### src/rtl/clock_pkg.sv
// clock_pkg: shared types and BCD helpers for the clock/timer blocks.
//   bcd2_t      two-digit BCD value {tens, units}
//   cd_state_t  countdown timer FSM states
//   bcd2_dec    decrement a 00..59 BCD value, wrapping 00 -> 59 with a borrow out
//   bcd2_valid  true when tens <= 5 and units <= 9
package clock_pkg;

    typedef logic [7:0] bcd2_t;

    typedef enum logic [1:0] {
        CD_IDLE,
        CD_RUN,
        CD_PAUSE,
        CD_DONE
    } cd_state_t;

    localparam logic [3:0] BCD_MAX_TENS = 4'd5;
    localparam logic [3:0] BCD_MAX_UNIT = 4'd9;

    // Single-digit decrement as a lookup so no binary carry ever crosses
    // a digit boundary; caller handles 0 separately.
    function automatic logic [3:0] digit_dec(input logic [3:0] d);
        logic [3:0] r;
        case (d)
            4'd1:    r = 4'd0;
            4'd2:    r = 4'd1;
            4'd3:    r = 4'd2;
            4'd4:    r = 4'd3;
            4'd5:    r = 4'd4;
            4'd6:    r = 4'd5;
            4'd7:    r = 4'd6;
            4'd8:    r = 4'd7;
            4'd9:    r = 4'd8;
            default: r = 4'd0;
        endcase
        return r;
    endfunction

    function automatic bcd2_t bcd2_dec(input bcd2_t in, output logic borrow);
        logic [3:0] tens;
        logic [3:0] units;
        tens   = in[7:4];
        units  = in[3:0];
        borrow = 1'b0;
        if (units != 4'd0) begin
            units = digit_dec(units);
        end else begin
            units = BCD_MAX_UNIT;
            if (tens != 4'd0) begin
                tens = digit_dec(tens);
            end else begin
                tens   = BCD_MAX_TENS;
                borrow = 1'b1;
            end
        end
        return {tens, units};
    endfunction

    function automatic logic bcd2_valid(input bcd2_t in);
        return (in[7:4] <= BCD_MAX_TENS) && (in[3:0] <= BCD_MAX_UNIT);
    endfunction

endpackage

### src/rtl/cd_tick_gen.sv
// cd_tick_gen: 1 s prescaler for the countdown timer.
//   clk, rst  system clock, synchronous active-high reset
//   en        count enable (low holds the current count)
//   clr       clear count to 0 (wins over en)
//   tick      combinational: en and count at TICK_DIV-1; count wraps on that edge
module cd_tick_gen #(
    parameter int TICK_DIV = 100_000_000
) (
    input  logic clk,
    input  logic rst,
    input  logic en,
    input  logic clr,
    output logic tick
);

    localparam int CNT_W = (TICK_DIV > 2) ? $clog2(TICK_DIV) : 1;
    localparam logic [CNT_W-1:0] CNT_LAST = CNT_W'(TICK_DIV - 1);

    logic [CNT_W-1:0] cnt;

    assign tick = en && (cnt == CNT_LAST);

    always_ff @(posedge clk) begin
        if (rst || clr) begin
            cnt <= '0;
        end else if (en) begin
            cnt <= tick ? '0 : cnt + 1'b1;
        end
    end

endmodule

### src/rtl/countdown_timer.sv
// countdown_timer: loads an MM:SS BCD value and counts it down to 00:00.
//   sys_clk, sys_rst      clock, synchronous active-high reset
//   i_start               start/pause button level (rising edge used)
//   i_load                load strobe; i_load_min / i_load_sec are the BCD preset
//   sec, min              BCD time remaining
//   running               high while counting
//   tick_flag             one-cycle pulse per applied 1 s decrement
//   o_done                one-cycle pulse on reaching 00:00
//   o_alarm               level while expired (DONE)
//   o_load_err            one-cycle pulse when a load carries an invalid BCD digit
module countdown_timer
    import clock_pkg::*;
#(
    parameter int TICK_DIV = 100_000_000
) (
    input  logic       sys_clk,
    input  logic       sys_rst,
    input  logic       i_start,
    input  logic       i_load,
    input  logic [7:0] i_load_min,
    input  logic [7:0] i_load_sec,
    output logic [7:0] sec,
    output logic [7:0] min,
    output logic       running,
    output logic       tick_flag,
    output logic       o_done,
    output logic       o_alarm,
    output logic       o_load_err
);

    cd_state_t state;
    logic      start_q;
    logic      start_edge;
    logic      load_req;
    logic      load_ok;
    logic      tick;
    logic      tick_en;
    logic      tick_clr;
    bcd2_t     sec_dec;
    bcd2_t     min_dec;
    bcd2_t     min_nx;
    logic      sec_borrow;
    logic      min_borrow;
    logic      hits_zero;

    always_comb begin
        start_edge = i_start & ~start_q;
        // Loads are only looked at outside RUN; in RUN they vanish silently.
        load_req   = i_load && (state != CD_RUN);
        load_ok    = load_req && bcd2_valid(i_load_min) && bcd2_valid(i_load_sec);
        // A start edge on the tick cycle pauses and freezes the prescaler at
        // its last count, so the first RUN cycle after resume ticks.
        tick_en    = (state == CD_RUN) && !start_edge;
        // Prescaler is zeroed whenever idle (covers IDLE -> RUN) and on a
        // successful load out of PAUSE/DONE.
        tick_clr   = (state == CD_IDLE) || load_ok;

        sec_dec    = bcd2_dec(sec, sec_borrow);
        min_dec    = bcd2_dec(min, min_borrow);
        min_nx     = sec_borrow ? min_dec : min;
        // Borrowing out of 00:00 cannot happen from RUN, but if it ever did
        // the timer saturates at zero rather than wrapping to 59:59.
        hits_zero  = ((sec_dec == 8'h00) && (min_nx == 8'h00)) || (sec_borrow && min_borrow);
    end

    cd_tick_gen #(
        .TICK_DIV (TICK_DIV)
    ) u_tick_gen (
        .clk  (sys_clk),
        .rst  (sys_rst),
        .en   (tick_en),
        .clr  (tick_clr),
        .tick (tick)
    );

    always_ff @(posedge sys_clk) begin
        if (sys_rst) begin
            state      <= CD_IDLE;
            sec        <= 8'h00;
            min        <= 8'h00;
            start_q    <= 1'b0;
            running    <= 1'b0;
            tick_flag  <= 1'b0;
            o_done     <= 1'b0;
            o_alarm    <= 1'b0;
            o_load_err <= 1'b0;
        end else begin
            start_q    <= i_start;
            tick_flag  <= 1'b0;
            o_done     <= 1'b0;
            o_load_err <= 1'b0;

            if (load_req) begin
                // Load has priority; any simultaneous start edge is dropped.
                if (load_ok) begin
                    sec     <= i_load_sec;
                    min     <= i_load_min;
                    state   <= CD_IDLE;
                    running <= 1'b0;
                    o_alarm <= 1'b0;
                end else begin
                    o_load_err <= 1'b1;
                end
            end else begin
                case (state)
                    CD_IDLE: begin
                        if (start_edge && ((sec != 8'h00) || (min != 8'h00))) begin
                            state   <= CD_RUN;
                            running <= 1'b1;
                        end
                    end
                    CD_RUN: begin
                        if (start_edge) begin
                            state   <= CD_PAUSE;
                            running <= 1'b0;
                        end else if (tick) begin
                            tick_flag <= 1'b1;
                            if (hits_zero) begin
                                sec     <= 8'h00;
                                min     <= 8'h00;
                                state   <= CD_DONE;
                                running <= 1'b0;
                                o_done  <= 1'b1;
                                o_alarm <= 1'b1;
                            end else begin
                                sec <= sec_dec;
                                min <= min_nx;
                            end
                        end
                    end
                    CD_PAUSE: begin
                        if (start_edge) begin
                            state   <= CD_RUN;
                            running <= 1'b1;
                        end
                    end
                    CD_DONE: begin
                        if (start_edge) begin
                            state   <= CD_IDLE;
                            o_alarm <= 1'b0;
                        end
                    end
                    default: begin
                        state   <= CD_IDLE;
                        running <= 1'b0;
                        o_alarm <= 1'b0;
                    end
                endcase
            end
        end
    end

endmodule

### config.mk
export PLATFORM = sky130hd
export DESIGN_NAME = countdown_timer
export DESIGN_NICKNAME = d
export VERILOG_FILES = /design/src/rtl/clock_pkg.sv /design/src/rtl/cd_tick_gen.sv /design/src/rtl/countdown_timer.sv
export SDC_FILE = /design/constraint.sdc
export NUM_CORES = 1
export LEC_CHECK = 0
export BUFFER_PORTS_ARGS = -buffer_cell sky130_fd_sc_hd__buf_4
export CAP_MARGIN = 5
export CORE_MARGIN = 3
export CORE_UTILIZATION = 53
export DETAILED_ROUTE_END_ITERATION = 8
export PLACE_DENSITY = 0.76
export SLEW_MARGIN = 10
export SYNTH_ARGS = -nofsm -noshare
export SYNTH_HDL_FRONTEND = slang
export SYNTH_SLANG_ARGS = --single-unit
### constraint.sdc
create_clock -name sys_clk -period 2.7 [get_ports sys_clk]
set_input_delay 0.27 -clock sys_clk [delete_from_list [all_inputs] [get_ports sys_clk]]
set_output_delay 0.27 -clock sys_clk [all_outputs]
set_load 0.03 [all_outputs]
# Yosys cells after proc, flatten, opt, wreduce, memory -nomap -nowiden
# Memory sizes are Yosys's and may differ from the RTL's. A register that Yosys moved wholly into a read port is not among the register bits.
# Cells that the tools add are included.
# totals
romBits,256
latchBits,0
elab_cells,132
mem_bits_rw,0
output_inout_bits,21
register_bits,51
memories,4
# mem_list
memory,words,word_bits,rd,rd_ports_with_merged_regs,wr,line,rtl
(no name shown),16,4,1,1,0,clock_pkg.sv:24,case (d)
(no name shown),16,4,1,1,0,clock_pkg.sv:24,
(no name shown),16,4,1,1,0,clock_pkg.sv:24,
(no name shown),16,4,1,1,0,clock_pkg.sv:24,
# classes
reduce_logical,35
n_lt_le_gt_ge,4
div_mod_pow,0
eq_ne,15
n_shift,0
n_mul,0
bitwise,5
add_sub_neg,1
muxes,58
# ops
cell,count
$mux W8,13
$mux W4,14
$add A27 B1 Y27 const B,1
$eq A27 B27 Y1 const B,1
$mux W27,1
$reduce_bool A4 Y1,5
$mux W1,19
$reduce_and A6 Y1,3
$logic_not A8 Y1,2
$mux W2,8
$reduce_bool A8 Y1,2
$ne A3 B3 Y1 const B,4
$logic_and A1 B1 Y1,10
$le A4 B3 Y1 const B,2
$le A4 B4 Y1 const B,2
$pmux W2 S4,1
$ne A2 B1 Y1 const B,3
$ne A3 B2 Y1 const B,2
$reduce_or A5 Y1,1
$eq A2 B2 Y1 const B,2
$logic_or A1 B1 Y1,4
$ne A4 B3 Y1 const B,1
$ne A4 B4 Y1 const B,1
$not A1 Y1,4
11 further kinds,12

# Depth between registers and ports, before layout
# Gate-level depths: netlist of the first run.
# depth
word_depth,14
mapped_depth,15
mapped_depth_nobuf,12

# By module
# A second synthesis of the first run with hierarchy kept.
# unflattened
hier_cells,422
hier_area_um2,3614.7
# modules_own_cells
mod,instances,seq_area_each_um2,area_per_inst_um2,cells_each
countdown_timer,1,800.8,2311.0,276
cd_tick_gen,1,540.5,1303.8,146

# Worst setup path after synthesis of the first run
# Ideal clock, no wire load.
# synth_timing
path_type,flip-flop to flip-flop
startpoint,register u_tick_gen.cnt[0]
endpoint,register (tool-made name)
slack_ps,-326
arrival_time_ps,2965
required_time_ps,2639
setup_time_ps,61
stages_incl_launch_ff,14
cell_sequence,dfxtp_1 > ha_1 > nand4b_1 > or4b_4 > buf_6 > or3_4 > nand2_4 > buf_12 > nor2_1 > a211oi_2 > inv_1 > ha_1 > or3_1 > nand2_1
# synth_lines
element,line,rtl
"start, declared",cd_tick_gen.sv:19,logic [CNT_W-1:0] cnt;
"start signal, assigned",cd_tick_gen.sv:27,cnt <= tick ? '0 : cnt + 1'b1;

==> results of run 1 <==
[repair_timing]
| item | 4_1_cts | 5_1_grt |
|---|---|---|
| gates resized for setup | 17 | 38 |
| setup endpoints to repair | 12 | 19 |
| pin swaps | 13 | 17 |
| gates cloned | 1 | 0 |
| buffers inserted | 11 | 9 |
[layout make-up]
type,count,area (um^2),area share (%)
Tap cell,93,116,2.22
Clock inverter,2,35.0,0.670
Inverter,21,78.8,1.51
Multi-Input combinational cell,328,2460,47.1
Sequential cell,67,1340,25.7
Clock buffer,14,153,2.92
Timing Repair Buffer,135,1040,19.9
[logic make-up (layout without fill, tap and decap cells)]
kind of cell,Yosys count,in the layout
flops,67,67
mux,9,9
compound gates,83,83
simple gates,197,198
xor+xnor,25,25
buf+inv,42,172
fa+ha+maj,13,13
[power by group]
| group | internal [uW] | switching, uW | total, uW |
|---|---|---|---|
| sequential | 1000 | 13.1 | 1020 |
| clock | 452 | 370 | 822 |
| combinational | 139 | 200 | 339 |
| total | 1590 | 583 | 2180 |
[per-layer routing]
metal  share of wire [%]  vias up
met3                 9.1       68
met5                   0        -
met4                 4.3        0
li1                    -     1817
met2                  47      264
met1                  40     1876
[per-stage QoR]
step | worst slack (ps) | hold WS [ps] | instances | power (uW)
after detailed placement | -180 | 486 | 624 | 1320
after CTS | -69.8 | 165 | 652 | 2140
final | -168 | 156 | 660 | 2180
after global placement | -114 | 473 | 624 | 1320
after global routing | -266 | 151 | 660 | 2260
after floorplan | -145 | 364 | 436 | 1210
[synthesized netlist by cell type (all sizes together), types with 3 or more instances]
cell    count  area [um^2]
o31ai       6         45.0
a22oi       5         37.5
nand3      23          115
or3         7         48.8
nand2      33          139
clkbuf     15         56.3
o22ai       7         43.8
nand2b      6         37.5
nor4b       3         32.5
o21ai      18         90.1
and3        5         31.3
or4         6         45.0
ha         13          163
nand3b      3         22.5
nand4       8         50.1
xor2       13          114
buf         6         66.3
nor2b       5         38.8
mux2i       8         80.1
nor4       10         75.1
nor2       57          216
o211ai      3         27.5
a211oi     11          103
nor3       18          106
xnor2      12          105
dfxtp      67         1340
and2        3         18.8
inv        21         78.8
a21oi      17          108
[critical path: cells and delay by family (launching register included)]
family	cells	cell delay [ps]
adders and majority gates	1	260
and+or+nand+nor	2	680
DFF	1	390
buffers and inverters	2	110
AOI/OAI and AO/OA	4	820
muxes	2	490
[worst max-delay path by stage]
stage                end  slack, ps  cells past startpoint               from
floorplan           flop       -140                     13  u_tick_gen.cnt[1]
global placement    flop       -110                     13  u_tick_gen.cnt[1]
detailed placement  flop       -180                     13  u_tick_gen.cnt[1]
CTS                 flop        -70                     13  u_tick_gen.cnt[0]
global route        flop       -270                     12  u_tick_gen.cnt[1]
finish              flop       -170                     11             min[4]
==> impl_metrics.csv, run 1 <==
group,metric,value,unit
outcome,status,"finished, violations left",
outcome,violations,"setup timing",
grt,grt_first_pass_wirelength,16.9,mm
layout,utilization,79.7,%
worst_setup_path,path_cells,"nor4_1 -> nor4_1 -> mux2_2 -> a21oi_1 -> a22oi_1 -> a211oi_4 -> inv_2 -> ha_4 -> inv_2 -> mux2i_1 -> o21ai_1",
place,dpl.hpwl,7.33,mm
synthesis,synthXorXnorAreaFrac,5.91,%
sta,rsz0062_at_grt,"true",
synthesis,synthMuxAreaShare,2.47,%
sta,worst_slack,-168,ps
worst_setup_path,r2r_setup_slack,-170,ps
power_and_ir_drop,p_leak,0.00212,uW
grt,grt_pass1_vias,3615,
worst_setup_path,critPathCaptureType,"flop",
worst_setup_path,required,2940,ps
synthesis,synth_fa_ha_area_share,4.39,%
layout,layout_common_cells,"buf_4, dfxtp_1, nor2_1, nand2_1, nand3_1",
clocking,clock-root-buffer,"clkbuf_8",
grt,gr-usage-met2,43.1,%
synthesis,synth_cells,436,
route,via_per_inst,6.10,
synthesis,async_reset_ff_share,0,%
min_path,hold_path_end,"start_q",
floorplanning,die_height,89.6,um
sta,maxSlewViolCount,0,
place,gp_congestion,0.898,
floorplanning,core,6570,um^2
sta,finalHoldViolations,0,
synthesis,synthSimpleGateAreaFrac,29.1,%
floorplanning,dieArea,8030,um^2
synthesis,yosys_register_bits,67,
worst_setup_path,startpoint_type,"flop",
clocking,cts_hold_buf,0,
synthesis,yosys_warnings,0,
layout,layout.nets,595,
layout,design_area,5230,um^2
synthesis,ys_seq_area_share,36.2,%
layout,num_antenna_cells,0,
synthesis,synth_top_family_by_area,"simple AND/OR/NAND/NOR gates",
floorplanning,row_count,29,
place,numPortBuffers,40,
route,wirelength,12.0,mm
worst_setup_path,cp_slowest_cell,"nor4_1",
floorplanning,io_pins,41,
sta,setup_tns,-1150,ps
grt,grt_usage,27.0,%
synthesis,postSynthAreaPerCell,8.49,um^2
place,place_area,4610,um^2
layout,syn2layout_area_growth,41.3,%
clocking,clock_latency,350,ps
synthesis,syn-num-nets,469,
power_and_ir_drop,worst_ir_drop_vdd,384,uV
worst_setup_path,path_class,"reg -> reg",
sta,slew_headroom,53.5,%
sta,worst_clock_skew,6.97,ps
synthesis,synthDistinctLibCells,70,
clocking,path_clk_slew,70,ps
grt,antenna_found_initial,0,
grt,use_met1,35.8,%
synthesis,synth_edf_count,0,
grt,busiest_layer,"met2",
sta,tightest_slew,698,ps
min_path,whs_path_depth,2,
clocking,cts_num_sinks,67,
clocking,cts_tree,"yes",
route,postRouteAntennaNets,0,
route,first_pass_iters,6,
sta,fin_crit_sh,106,%
floorplanning,initial_core_util,56.4,%
min_path,hp-class,"in -> reg",
route,wl_per_cell,18.2,um
route,drt-initial-drc-count,397,
min_path,hold_start,"i_start",
route,drc_errors,0,
floorplanning,die_w,89.6,um
worst_setup_path,arrival,3100,ps
worst_setup_path,r2r-start,"min[4]",
sta,fmax,349,MHz
layout,final_common_cell,"buf_4",
flow_run,cap_violations,0,
clocking,cts_max_level,3,
route,vias,4025,
sta,setup_violations,11,
synthesis,synth_area,3700,um^2
worst_setup_path,path_max_fanout,6,
grt,grtUsageMet3,5.84,%
grt,overflow,0,
synthesis,synth-main-ff-cell,"dfxtp_1",
clocking,cts_buffers,9,
layout,fillCellCount,417,
layout,drive_above_1_share,37.0,%
worst_setup_path,reg2regPathDepth,11,
worst_setup_path,max_stage_delay,540,ps
synthesis,synth_compound_area_share,16.5,%
clocking,cts_buffer_depth,2,
grt,grt_max_degree,35,
sta,min_period,2870,ps
power_and_ir_drop,power_density,416,nW/um^2
No activity file was read; power rests on OpenSTA's default activity.
==> run 2: changes to the inputs <==
REMOVE_ABC_BUFFERS = 1   (was default)
==> run 2 against run 1 <==
  * The run still ends with setup timing left
  * Worst hold slack better by 21 ps
  * Non-clock buffer count is 3 lower
  * Via count down 1.2%
  * Clock skew rose by 6.0 ps
  * Highest routed layer unchanged
  * Clock-buffer cell count decreased by 1
  * Register-to-register slack lost 30 ps
  * Fmax shrank 0.96%
  * Power increased by 2.5%
  * Sequential power barely moved
  * First-iteration DRC count down 17%
  * Sequential cell count unchanged
  * Worst setup slack lost 28 ps
  * Largest power group unchanged
==> impl_metrics.csv, run 2 (synthesized netlist as in run 1, its figures left out) <==
group,metric,value,unit
outcome,status,"finished, violations left",
outcome,violations,"setup timing",
layout,layout_common_cells,"buf_4, dfxtp_1, nor2_1, nand2_1, nand3_1",
layout,layout.nets,592,
sta,maxSlewViolCount,0,
flow_run,cap_violations,0,
floorplanning,dieArea,8030,um^2
worst_setup_path,startpoint_type,"flop",
clocking,clock-root-buffer,"clkbuf_8",
layout,syn2layout_area_growth,39.1,%
sta,tightest_slew,687,ps
sta,worst_clock_skew,13.0,ps
floorplanning,core,6570,um^2
worst_setup_path,required,2930,ps
route,drc_errors,0,
worst_setup_path,critPathCaptureType,"flop",
route,wl_per_cell,17.7,um
worst_setup_path,r2r-start,"u_tick_gen.cnt[0]",
route,top_layer,"met4",
route,drt-initial-drc-count,331,
grt,grt_first_pass_wirelength,16.6,mm
route,postRouteAntennaNets,0,
worst_setup_path,arrival,3120,ps
grt,grt_max_degree,35,
worst_setup_path,path_class,"reg -> reg",
grt,overflow,0,
sta,min_period,2900,ps
sta,slew_headroom,54.2,%
min_path,hold_start,"i_start",
clocking,clock_latency,340,ps
clocking,path_clk_slew,80,ps
clocking,cts_tree,"yes",
sta,fin_crit_sh,107,%
place,gp_congestion,0.926,
place,dp_cells,620,
sta,rsz0062_at_grt,"true",
layout,num_antenna_cells,0,
clocking,cts_max_level,3,
place,numPortBuffers,40,
sta,fmax,345,MHz
clocking,cts_buffers,9,
clocking,cts_buffer_depth,2,
worst_setup_path,r2r_setup_slack,-200,ps
layout,drive_above_1_share,36.2,%
sta,setup_violations,11,
clocking,cts_num_sinks,67,
sta,finalHoldViolations,0,
floorplanning,row_count,29,
worst_setup_path,path_max_fanout,5,
layout,final_common_cell,"buf_4",
min_path,hp-class,"in -> reg",
worst_setup_path,crit_start,"u_tick_gen.cnt[0]",
route,wirelength,11.6,mm
route,wl_met3,1.00,mm
place,dpl.hpwl,7.37,mm
power_and_ir_drop,p_leak,0.00211,uW
grt,grt_usage,26.7,%
floorplanning,die_w,89.6,um
grt,grt_pass1_vias,3511,
floorplanning,initial_core_util,56.4,%
route,vias,3978,
route,routed-wl-met2,5.38,mm
place,dp_worst_setup_slack,-193,ps
floorplanning,io_pins,41,
route,drt-met1-wl,4.78,mm
power_and_ir_drop,worst_ir_drop_vdd,341,uV
route,via_per_inst,6.05,
route,first_pass_iters,5,
power_and_ir_drop,power_density,433,nW/um^2
floorplanning,die_height,89.6,um
layout,stdcell_count,657,
grt,antenna_found_initial,0,
sta,worst_slack,-196,ps
## run 2: changes by cell type in the layout (fill, tap and decap cells not counted), sizes merged
cell,change
buf,-3
clkbuf,-1
clkinvlp,+2
clkinv,-1
## run 2: cell type report
type                    instances  area (um^2)
inverters                      21         78.8
multi-input cells             328         2380
repair buffers                132         1010
clock buffers                  13          169
clock inverters                 3         45.0
well taps                      93          116
flip-flops and latches         67         1340
fillers                       418         1420
## run 2: report_power, final
part           total (uW)  internal [uW]  switching (uW)  leakage (uW)
clock network         895            503             392      0.000102
registers            1010           1000            11.8      0.000542
logic                 322            131             191       0.00146
## run 2: final timing paths
| check | depth (start not counted) | to |
|---|---|---|
| setup / recovery | 11 | flop |
| hold / removal | 2 | start_q |
| setup reg to reg | 11 | flop |
| hold reg to reg | 2 | u_tick_gen.cnt[6] |
## run 2: critical path, stage by stage (launching register included)
cell      delay [ps]
dfxtp_2          360
ha_4             140
nand4b_1         110
or4b_4           560
or3_4            470
nand2_8          120
nor2_2            40
or3_4            400
ha_4             280
inv_2             30
mux2i_1          190
o21ai_1           80
## run 2: through the flow
| stage | power, uW | utilization, % | TNS [ps] | hold WS, ps | cell area, um^2 |
|---|---|---|---|---|---|
| after floorplan | 1180 | - | -7350 | 339 | 3580 |
| after global placement | 1310 | 69.1 | -151 | 500 | 4540 |
| after detailed placement | 1320 | 69.1 | -1310 | 508 | 4540 |
| after CTS | 2190 | 73.9 | -63.6 | 170 | 4860 |
| after global routing | 2290 | 78.4 | -2280 | 170 | 5150 |
| final | 2230 | 78.4 | -970 | 177 | 5150 |
## run 2: metal layers
layer | vias to the layer above | global-route usage (%)
li1 | 1812 | -
met1 | 1831 | 36.0
met2 | 267 | 42.0
met3 | 68 | 4.38
met4 | 0 | 11.5
met5 | - | 0
## run 2: timing repair
item,4_1_cts,5_1_grt
pin swaps,12,22
hold buffers,0,0
cloned,1,0
setup buffers,3,18
gates resized for setup,19,35
endpoints found under the setup margin,12,16
